`src/rtl/sequence_generator_0110.sv`:
```
// Serial frame transmitter: preamble 0110, payload MSB-first, then idle-level gap bits.
// Define SEQ_GEN_PARITY_EN to append an even-parity bit after the payload.
module sequence_generator_0110 #(
    parameter int   WIDTH      = 8,
    parameter int   GAP_CYCLES = 2,
    parameter logic IDLE_LEVEL = 1'b1
) (
    input  logic             clk,
    input  logic             reset,
    input  logic [WIDTH-1:0] word_in,
    input  logic             word_valid,
    output logic             word_ready,
    output logic             data_out,
    output logic             bit_valid,
    output logic             preamble_active,
    output logic             frame_done,
    output logic [2:0]       o_dbg_state
);
    // Handshake: a word transfers on a rising edge where word_valid && word_ready;
    // word_ready depends only on state and reset, so upstream holds the word until it is taken.

    // The counter also has to span the 4 preamble bits and the gap.
    localparam int CNT_A = ($clog2(WIDTH + 1) > 2) ? $clog2(WIDTH + 1) : 2;
    localparam int CNT_W = ($clog2(GAP_CYCLES + 1) > CNT_A) ? $clog2(GAP_CYCLES + 1) : CNT_A;
    localparam logic [CNT_W-1:0] PAY_LAST = CNT_W'(WIDTH - 1);
    localparam logic [CNT_W-1:0] GAP_LAST = CNT_W'(GAP_CYCLES - 1);
    localparam logic [CNT_W-1:0] PRE_LAST = CNT_W'(3);
    // Bit k of this pattern is sent k-th; 0110 is a palindrome.
    localparam logic [3:0] PREAMBLE_BITS = 4'b0110;

    typedef enum logic [2:0] {
        S_IDLE     = 3'd0,
        S_PREAMBLE = 3'd1,
        S_PAYLOAD  = 3'd2,
        S_PARITY   = 3'd3,
        S_GAP      = 3'd4
    } state_t;

    state_t           r_state;
    logic [CNT_W-1:0] r_cnt;
    logic [WIDTH-1:0] r_shift;
    logic             r_data_out;
    logic             r_bit_valid;
    logic             r_preamble;
    logic             r_frame_done;

    state_t           w_state_n;
    logic [CNT_W-1:0] w_cnt_n;
    logic [WIDTH-1:0] w_shift_n;
    logic             w_data_n;
    logic             w_bit_valid_n;
    logic             w_preamble_n;
    logic             w_frame_done_n;
    state_t           w_after_frame;

`ifdef SEQ_GEN_PARITY_EN
    logic r_parity;

    always_ff @(posedge clk) begin
        if (reset) begin
            r_parity <= 1'b0;
        end else if (r_state == S_IDLE && word_valid) begin
            r_parity <= ^word_in;
        end
    end
`endif

    assign w_after_frame = (GAP_CYCLES > 0) ? S_GAP : S_IDLE;

    always_comb begin
        w_state_n = r_state;
        w_cnt_n   = r_cnt;
        w_shift_n = r_shift;
        case (r_state)
            S_IDLE: begin
                if (word_valid) begin
                    w_state_n = S_PREAMBLE;
                    w_cnt_n   = '0;
                    w_shift_n = word_in;
                end
            end
            S_PREAMBLE: begin
                if (r_cnt == PRE_LAST) begin
                    w_state_n = S_PAYLOAD;
                    w_cnt_n   = '0;
                end else begin
                    w_cnt_n = r_cnt + CNT_W'(1);
                end
            end
            S_PAYLOAD: begin
                if (r_cnt == PAY_LAST) begin
                    w_cnt_n = '0;
`ifdef SEQ_GEN_PARITY_EN
                    w_state_n = S_PARITY;
`else
                    w_state_n = w_after_frame;
`endif
                end else begin
                    w_cnt_n   = r_cnt + CNT_W'(1);
                    w_shift_n = r_shift << 1;
                end
            end
            S_PARITY: begin
                w_state_n = w_after_frame;
                w_cnt_n   = '0;
            end
            S_GAP: begin
                if (r_cnt == GAP_LAST) begin
                    w_state_n = S_IDLE;
                    w_cnt_n   = '0;
                end else begin
                    w_cnt_n = r_cnt + CNT_W'(1);
                end
            end
            default: begin
                w_state_n = S_IDLE;
                w_cnt_n   = '0;
            end
        endcase
    end

    // Line outputs are decoded from the next state so they register alongside it.
    always_comb begin
        w_data_n       = IDLE_LEVEL;
        w_bit_valid_n  = 1'b0;
        w_preamble_n   = 1'b0;
        w_frame_done_n = 1'b0;
        case (w_state_n)
            S_PREAMBLE: begin
                w_data_n      = PREAMBLE_BITS[w_cnt_n[1:0]];
                w_bit_valid_n = 1'b1;
                w_preamble_n  = 1'b1;
            end
            S_PAYLOAD: begin
                w_data_n      = w_shift_n[WIDTH-1];
                w_bit_valid_n = 1'b1;
`ifndef SEQ_GEN_PARITY_EN
                w_frame_done_n = (w_cnt_n == PAY_LAST);
`endif
            end
`ifdef SEQ_GEN_PARITY_EN
            S_PARITY: begin
                w_data_n       = r_parity;
                w_bit_valid_n  = 1'b1;
                w_frame_done_n = 1'b1;
            end
`endif
            default: ;
        endcase
    end

    always_ff @(posedge clk) begin
        if (reset) begin
            r_state      <= S_IDLE;
            r_cnt        <= '0;
            r_shift      <= '0;
            r_data_out   <= IDLE_LEVEL;
            r_bit_valid  <= 1'b0;
            r_preamble   <= 1'b0;
            r_frame_done <= 1'b0;
        end else begin
            r_state      <= w_state_n;
            r_cnt        <= w_cnt_n;
            r_shift      <= w_shift_n;
            r_data_out   <= w_data_n;
            r_bit_valid  <= w_bit_valid_n;
            r_preamble   <= w_preamble_n;
            r_frame_done <= w_frame_done_n;
        end
    end

    assign word_ready      = (r_state == S_IDLE) && !reset;
    assign data_out        = r_data_out;
    assign bit_valid       = r_bit_valid;
    assign preamble_active = r_preamble;
    assign frame_done      = r_frame_done;
    assign o_dbg_state     = r_state;

endmodule

```
`config.mk`:
```
export PLATFORM = sky130hd
export DESIGN_NAME = sequence_generator_0110
export DESIGN_NICKNAME = d
export VERILOG_FILES = /design/src/rtl/sequence_generator_0110.sv
export SDC_FILE = /design/constraint.sdc
export NUM_CORES = 1
export LEC_CHECK = 0
export CORE_AREA = 2 2 64 66
export DETAILED_ROUTE_END_ITERATION = 6
export DIE_AREA = 0 0 66 68
export PLACE_DENSITY = 0.55
export SLEW_MARGIN = 40
export SYNTH_ARGS = -nofsm -noshare
export SYNTH_HDL_FRONTEND = slang
export SYNTH_SLANG_ARGS = --single-unit
export TNS_END_PERCENT = 10
```
`constraint.sdc`:
```
create_clock -name clk -period 3.3 [get_ports clk]
set_input_delay 0.495 -clock clk [delete_from_list [all_inputs] [get_ports clk]]
set_output_delay 0.495 -clock clk [all_outputs]
set_load 0.05 [all_outputs]
```
==> reports/results.txt, run 1 <==
Hold path startpoint -> r_shift[4]$_SDFFE_PP0P_
Hold Buf Count CTS -> 0
Power per cell area -> 415 nW/um2
Count of maximum capacitance violations -> 0
CTS tree -> built
Global-route usage over all layers -> 0.107
Row count -> 23
Placer Congestion -> 0.758
Worst-path clk slew -> 0.07 ns
Clock root cell -> clkbuf_8
Detailed placer's ending HPWL -> 1650 um
GR Overflow Total -> 0
Period Utilization, post-route -> 0.768
Clk sinks -> 19
Yosys synthesis warning count -> 0
Non-filler instance count after layout -> 171
Post-CTS sizing -> 0
CP startpoint -> reset
RSZ-0062 raised after global routing -> false
Initial Util -> 0.244
Worst-Margin Slew -> 0.580 ns
Pint -> 0.000365 W
Max clock buf depth -> 2
Final WL -> 2210 um
Status -> complete, no violations
Area growth syn-to-layout -> 29.1%
Peak supply drop -> 0.188 mV
Post-CTS Setup Repair Bufs -> 0
CP cell instances -> clkdlybuf4s50_1, nor4_1, clkdlybuf4s50_1
Post-route ant nets -> 0
Area leader, netlist -> dfxtp_1
Hold Vio Cnt, Final -> 0
Post-synth top cells -> 19 x dfxtp_1, 9 x a21oi_1, 7 x a22oi_1, 7 x nand2_1, 6 x nor2_1
Die Y -> 68 um
Area share of the largest cell type after synthesis -> 0.404
Synthesized area -> 942 um2
Final Max Slew Viols -> 0
Slowest CP cell -> clkdlybuf4s50_1
Core area -> 3860 um2
Fin nets -> 136
First drt pass iteration count -> 4
DRC -> 0
Pre-CTS setup slack -> 0.755 ns
CP Class -> input port to primary output
Startpoint class of the critical path -> input port
Final min period -> 2.53 ns
Clk_lat worst skew -> 0.26 ns
Crit-path max FO -> 2
Top_reg_cell synth -> dfxtp_1
Initial antenna violation count -> 0
Placed instance count -> 167
Fmax -> 395 MHz
Setup TNS -> 0 ns
NetSw -> 0.000139 W
Delay of the slowest critical-path stage -> 0.86 ns
Leak -> 0.441 nW
Syn nets -> 117
CTS HTree Levels -> 1
Bufs and invs on worst path -> 2
Most used cell, CP -> clkdlybuf4s50_1
Via Count -> 822
Flop pwr share -> 0.498
Clock group share of total power -> 0.323
Ports -> 19
Worst R2R Start -> r_cnt[0]$_SDFF_PP0_
Seq/Total Area, Yosys -> 0.404
Combinational power share -> 0.179
Antenna diodes -> 0
Final setup violation count -> 0
First-pass GRT wire length -> 3670 um
Hold slack final -> 0.460 ns
Crit. End Element -> primary output
Largest net degree at the start of global routing -> 16
Wire per inst -> 12.9 um
Switching Share -> 0.276
Number of synthesized flops with an enable pin -> 0
Req. time, crit path -> 2.80 ns
Rel. slew slack -> 0.612
Arrival time of the worst setup path -> 2.04 ns
Synth area leaders -> dfxtp_1 40%, a22oi_1 5.6%, a21oi_1 4.8%
Avg Cell Area, Syn -> 9.15 um2
Via density -> 4.81
Vias in the first global route -> 825
CTS Buf Count -> 3
Overall Power -> 0.000505 W
Syn Inst Count -> 103
Crit path max-delay family -> buffers and inverters
HP Class -> register to register
Synth cell types -> 38
Flops & latches, synth -> 19
Die width -> 66 um
Post-synth ARST share -> 0
# port buffers -> 18
Final worst slack -> 0.767 ns
Fin Clk Skew -> 0.00314 ns
Die Footprint -> 4490 um2
Fraction of layout cells with a size suffix above 1 -> 0.0909
DR iter-0 viols -> 15
Most frequent cell after synthesis -> dfxtp_1
[metrics by stage]
stage / utilization / cell area (um2)
after floorplan: - / 942
after global placement: 0.303 / 1170
after detailed placement: 0.303 / 1170
after CTS: 0.315 / 1220
after global routing: 0.315 / 1220
final: 0.315 / 1220
[registers in the layout, summed over array words and instances, names as in the netlist]
name,count
data_out,1
bit_valid,1
r_cnt,4
r_shift,8
frame_done,1
o_dbg_state,3
preamble_active,1
[path summary, 6_finish.rpt]
path	to	depth (start not counted)	slack, ns
min reg2reg	r_shift[4]$_SDFFE_PP0P_	2	0.46
max reg2reg	data_out$_SDFF_PP1_	7	0.90
min	r_shift[4]$_SDFFE_PP0P_	2	0.46
max	word_ready	3	0.77
[power groups by stage]
stage          Clock, W  Combinational [W]  Sequential (W)
6_report       0.000163          0.0000905        0.000251
3_5_place_dp          0          0.0000912        0.000257
4_1_cts        0.000168          0.0000916        0.000251
5_1_grt        0.000178          0.0000981        0.000253
2_1_floorplan         0          0.0000425        0.000269
3_3_place_gp          0          0.0000894        0.000256
[cell families (layout without fill, tap and decap cells)]
family | Yosys count | in the layout | share of synthesized area
flip-flops | 19 | 19 | 0.404
XOR/XNOR | 1 | 1 | 0.00930
multiplexers | 1 | 1 | 0.0106
AO/OA/AOI/OAI | 34 | 34 | 0.248
AND/OR/NAND/NOR | 35 | 35 | 0.238
buffers and inverters | 9 | 27 | 0.0398
adder cells (fa/ha/maj) | 4 | 4 | 0.0505
[cells in the final DEF, fill, tap and decap left out, types with 3 or more instances in the layout]
master	n
a21oi_1	9
clkdlybuf4s50_1	18
ha_1	3
o21ai_0	3
inv_1	4
a22oi_1	7
and2_1	3
clkbuf_8	3
nand2_1	7
o21a_1	4
nor2_1	6
dfxtp_1	19
[cell type report]
type | instances | area, um2
Clock buffer | 3 | 41.3
Clock inverter | 1 | 5.00
Fill cell | 439 | 2640
Inverter | 4 | 15.0
Multi-Input combinational cell | 75 | 524
Sequential cell | 19 | 380
Tap cell | 50 | 62.6
Timing Repair Buffer | 19 | 188
[routing by layer]
layer | up-vias | routed length (um) | global-route usage
li1 | 414 | - | -
met1 | 384 | 952 | 0.118
met2 | 20 | 1120 | 0.193
met3 | 4 | 109 | 0.0230
met4 | 0 | 30 | 0.0536
met5 | - | 0 | 0
[worst reg2reg max path: cells and delay by family, from the launching register on]
kind / cells / cell delay (ns)
compound gates: 4 / 0.90
fa+ha+maj: 2 / 0.56
flops: 1 / 0.41
simple gates: 1 / 0.42
(Power assumes the default switching activity.)
==> inputs of run 2 (changes only) <==
==> constraint.sdc (replaced) <==
create_clock -name clk -period 2.55 [get_ports clk]
set_input_delay 0.3825 -clock clk [delete_from_list [all_inputs] [get_ports clk]]
set_output_delay 0.3825 -clock clk [all_outputs]
set_load 0.05 [all_outputs]
==> reports/results.txt, run 2 (synthesized netlist as in run 1, its figures left out) <==
Slowest CP cell -> a222oi_1
Core area -> 3860 um2
Startpoint class of the critical path -> register
DR iter-0 viols -> 26
CTS tree -> built
CP Class -> register to register
Arrival time of the worst setup path -> 2.48 ns
Hold Buf Count CTS -> 0
Hold path startpoint -> r_shift[5]$_SDFFE_PP0P_
Max clock buf depth -> 2
Worst R2R Path Depth -> 7
Placed instance count -> 170
Rel. slew slack -> 0.594
RSZ-0062 raised after global routing -> false
Power per cell area -> 535 nW/um2
Wire per inst -> 12.4 um
Final setup violation count -> 0
Die Footprint -> 4490 um2
Via Count -> 838
Initial antenna violation count -> 0
Global-route usage over all layers -> 0.110
Fraction of layout cells with a size suffix above 1 -> 0.129
Peak supply drop -> 0.318 mV
CTS Buf Count -> 3
Final worst slack -> 0.215 ns
Period Utilization, post-route -> 0.915
Crit. End Element -> register
# port buffers -> 18
Hold Path Depth -> 2
Most frequent cells in the layout -> 19 x dfxtp_1, 17 x clkdlybuf4s50_1, 9 x a21oi_1, 7 x nand2_1, 7 x a22oi_1
Req. time, crit path -> 2.70 ns
CTS HTree Levels -> 1
Non-filler instance count after layout -> 174
GR Overflow Total -> 0
Worst R2R Start -> r_cnt[0]$_SDFF_PP0_
Antenna diodes -> 0
Post-route ant nets -> 0
Delay of the slowest critical-path stage -> 0.44 ns
Overall Power -> 0.000673 W
Clk_lat worst skew -> 0.27 ns
Setup TNS -> 0 ns
HP Class -> register to register
Initial Util -> 0.244
CP cell instances -> ha_1, or3b_4, a222oi_1, o22ai_1, ha_1, o22ai_1, o211ai_1
Count of maximum capacitance violations -> 0
Leak -> 0.459 nW
Final min period -> 2.33 ns
Post-CTS sizing -> 0
Final Max Slew Viols -> 0
Worst-Margin Slew -> 0.609 ns
Clk sinks -> 19
Final WL -> 2160 um
Worst-path clk slew -> 0.08 ns
Bufs and invs on worst path -> 0
Max FFs per register -> 8
Detailed placer's ending HPWL -> 1600 um
First drt pass iteration count -> 4
Status -> complete, no violations
Post-CTS Setup Repair Bufs -> 0
Hold Vio Cnt, Final -> 0
DRC -> 0
Fin Clk Skew -> 0.00484 ns
Fmax -> 428 MHz
Area growth syn-to-layout -> 33.5%
Pre-CTS setup slack -> 0.265 ns
Die width -> 66 um
Via density -> 4.82
Die Y -> 68 um
Crit-path max FO -> 4
Vias in the first global route -> 816
CP startpoint -> r_cnt[0]$_SDFF_PP0_
Fin nets -> 139
Largest net degree at the start of global routing -> 15
Commonest non-fill, non-tap cell in the layout -> dfxtp_1
Crit path max-delay family -> compound AO/OA/AOI/OAI gates
Placer Congestion -> 0.826
Clock root cell -> clkbuf_8
WP depth -> 7
First-pass GRT wire length -> 3680 um
Row count -> 23
Largest reg by FF count -> r_shift
Ports -> 19
[run 2: cell count changes in the layout (fill, tap and decap cells not counted)]
cell / change
clkinvlp_4: +1
clkinv_2: -1
nor4_2: +1
buf_12: +1
nor4_1: -1
buf_4: +3
clkdlybuf4s50_1: -1
[run 2: per-stage QoR]
| stage | hold WS (ns) | area (um2) | utilization |
|---|---|---|---|
| final | 0.461 | 1260 | 0.326 |
| after global routing | 0.489 | 1260 | 0.326 |
| after CTS | 0.459 | 1260 | 0.326 |
| after detailed placement | 0.448 | 1210 | 0.313 |
| after global placement | 0.443 | 1210 | 0.313 |
| after floorplan | 0.431 | 948 | - |
[run 2: path summary, 6_finish.rpt]
kind,slack [ns],end
max,0.22,data_out$_SDFF_PP1_
min,0.46,r_shift[5]$_SDFFE_PP0P_
max reg2reg,0.22,data_out$_SDFF_PP1_
min reg2reg,0.46,r_shift[5]$_SDFFE_PP0P_
[run 2: cell type report]
cell class / count / area, um2
clock inverters: 1 / 7.51
inverters: 4 / 15.0
clock buffers: 3 / 41.3
repair buffers: 22 / 220
well taps: 50 / 62.6
fillers: 425 / 2600
multi-input cells: 75 / 531
flip-flops and latches: 19 / 380
[run 2: report_power, final]
group          leakage (nW)  switching, W  internal, W
clock                0.0217      0.000114     0.000110
combinational         0.282     0.0000704    0.0000579
sequential            0.156    0.00000823     0.000312
[run 2: worst reg2reg max path, stage by stage, from the launching register on]
cell	delay, ns
dfxtp_1	0.40
ha_1	0.24
or3b_4	0.41
a222oi_1	0.44
o22ai_1	0.20
ha_1	0.31
o22ai_1	0.11
o211ai_1	0.10
[run 2: layer usage]
metal  vias up  share of wire  track usage
li1        425              -            -
met1       379           0.45        0.125
met2        30           0.47        0.192
met3         4          0.069       0.0345
met4         0          0.014       0.0459
met5         -              0            0
==> inputs of run 3 (changes only) <==
--- a/config.mk
+++ b/config.mk
@@ -5,11 +5,11 @@
 export SDC_FILE = /design/constraint.sdc
 export NUM_CORES = 1
 export LEC_CHECK = 0
-export CORE_AREA = 2 2 64 66
+export CORE_AREA = 2 2 81 52
 export DETAILED_ROUTE_END_ITERATION = 6
-export DIE_AREA = 0 0 66 68
+export DIE_AREA = 0 0 83 54
 export PLACE_DENSITY = 0.55
-export SLEW_MARGIN = 40
+export SLEW_MARGIN = 20
 export SYNTH_ARGS = -nofsm -noshare
 export SYNTH_HDL_FRONTEND = slang
 export SYNTH_SLANG_ARGS = --single-unit
==> reports/results.txt, run 3 (synthesized netlist as in run 1, its figures left out) <==
Power per cell area -> 527 nW/um2
Worst-path clk slew -> 0.08 ns
Clk_lat worst skew -> 0.26 ns
CP Class -> register to register
Crit path max-delay family -> compound AO/OA/AOI/OAI gates
Ports -> 19
Clock root cell -> clkbuf_8
Final Max Slew Viols -> 0
Fraction of layout cells with a size suffix above 1 -> 0.136
Placer Congestion -> 0.815
CTS HTree Levels -> 1
Final WL -> 2280 um
Core area -> 3850 um2
Initial Util -> 0.245
Die Y -> 54 um
Leak -> 0.464 nW
# port buffers -> 18
Post-CTS Setup Repair Bufs -> 0
Max clock buf depth -> 2
Final worst slack -> 0.287 ns
First drt pass iteration count -> 4
Count of maximum capacitance violations -> 0
Final setup violation count -> 0
Period Utilization, post-route -> 0.888
First-pass GRT wire length -> 3770 um
Wire per inst -> 13.0 um
Global-route usage over all layers -> 0.108
Delay of the slowest critical-path stage -> 0.42 ns
Die Footprint -> 4480 um2
Largest reg by FF count -> r_shift
Setup TNS -> 0 ns
Peak supply drop -> 0.340 mV
CTS tree -> built
Fmax -> 442 MHz
RR Endpoint -> data_out$_SDFF_PP1_
Final min period -> 2.26 ns
Most frequent cells in the layout -> 19 x dfxtp_1, 17 x clkdlybuf4s50_1, 9 x a21oi_1, 7 x nand2_1, 7 x a22oi_1
CP cell instances -> ha_1, or3b_4, a222oi_1, o22ai_1, ha_1, o22ai_1, o211ai_1
Fin nets -> 140
Vias in the first global route -> 748
Via Count -> 842
Max FFs per register -> 8
Initial antenna violation count -> 0
Worst R2R Start -> r_cnt[0]$_SDFF_PP0_
Hold path startpoint -> r_shift[2]$_SDFFE_PP0P_
Hold Path Depth -> 2
Area growth syn-to-layout -> 34.3%
Detailed placer's ending HPWL -> 1790 um
Die width -> 83 um
Crit-path max FO -> 4
Status -> complete, no violations
Fin Clk Skew -> 0.00445 ns
RSZ-0062 raised after global routing -> false
Hold Buf Count CTS -> 0
Req. time, crit path -> 2.69 ns
Hold Vio Cnt, Final -> 0
Bufs and invs on worst path -> 0
DR iter-0 viols -> 55
CP startpoint -> r_cnt[0]$_SDFF_PP0_
Post-CTS sizing -> 0
Row count -> 18
CTS Buf Count -> 3
Largest net degree at the start of global routing -> 15
Slowest CP cell -> a222oi_1
Post-route ant nets -> 0
GR Overflow Total -> 0
DRC -> 0
Antenna diodes -> 0
Clk sinks -> 19
Hold Path Sink -> r_shift[2]$_SDFFE_PP0P_
Via density -> 4.81
WP depth -> 7
Commonest non-fill, non-tap cell in the layout -> dfxtp_1
R2R Setup Slk -> 0.29 ns
Rel. slew slack -> 0.651
# fillers -> 391
Worst-Margin Slew -> 0.519 ns
Startpoint class of the critical path -> register
HP Class -> register to register
Worst R2R Path Depth -> 7
Pre-CTS setup slack -> 0.278 ns
Crit. End Element -> register
Arrival time of the worst setup path -> 2.41 ns
## run 3: cell types whose count changed in the layout (fill, tap and decap cells not counted), sizes merged
cell	delta
buf	+1
## run 3: how the worst max path moves through the flow
stage | endpoint | slack [ns]
global placement | data_out$_SDFF_PP1_ | 0.36
CTS | data_out$_SDFF_PP1_ | 0.27
floorplan | data_out$_SDFF_PP1_ | 0.33
detailed placement | data_out$_SDFF_PP1_ | 0.28
global route | data_out$_SDFF_PP1_ | 0.15
finish | data_out$_SDFF_PP1_ | 0.29
## run 3: per-stage QoR
stage	area (um2)	power (W)	hold WS, ns	util	cells
2_1_floorplan	948	0.000404	0.431	-	103
5_1_grt	1260	0.000699	0.486	0.328	175
4_1_cts	1260	0.000672	0.465	0.328	175
3_5_place_dp	1220	0.000458	0.454	0.316	171
6_report	1260	0.000666	0.465	0.328	175
3_3_place_gp	1220	0.000456	0.446	0.316	171
## run 3: layout make-up
cell class	instances	area, um2	area share
Clock buffer	3	41.3	0.0326
Clock inverter	1	7.51	0.00593
Inverter	4	15.0	0.0119
Multi-Input combinational cell	75	531	0.419
Sequential cell	19	380	0.301
Tap cell	50	62.6	0.0495
Timing Repair Buffer	23	228	0.180
## run 3: worst min-delay path, cell delays in order (launching register included)
cell,delay (ns)
dfxtp_1,0.32
nand2_1,0.05
a21oi_1,0.05
## run 3: routing by layer
| metal | GRT usage | share of wire | vias to the layer above |
|---|---|---|---|
| met2 | 0.136 | 0.36 | 14 |
| met4 | 0.00820 | 0.0061 | 0 |
| met1 | 0.171 | 0.60 | 404 |
| li1 | - | - | 422 |
| met5 | 0 | 0 | - |
| met3 | 0.0399 | 0.032 | 2 |
## run 3: report_power, final
group	internal, W	total (W)	switching [W]
registers	0.000312	0.000326	0.0000133
logic	0.0000578	0.000125	0.0000673
clock network	0.000110	0.000215	0.000105
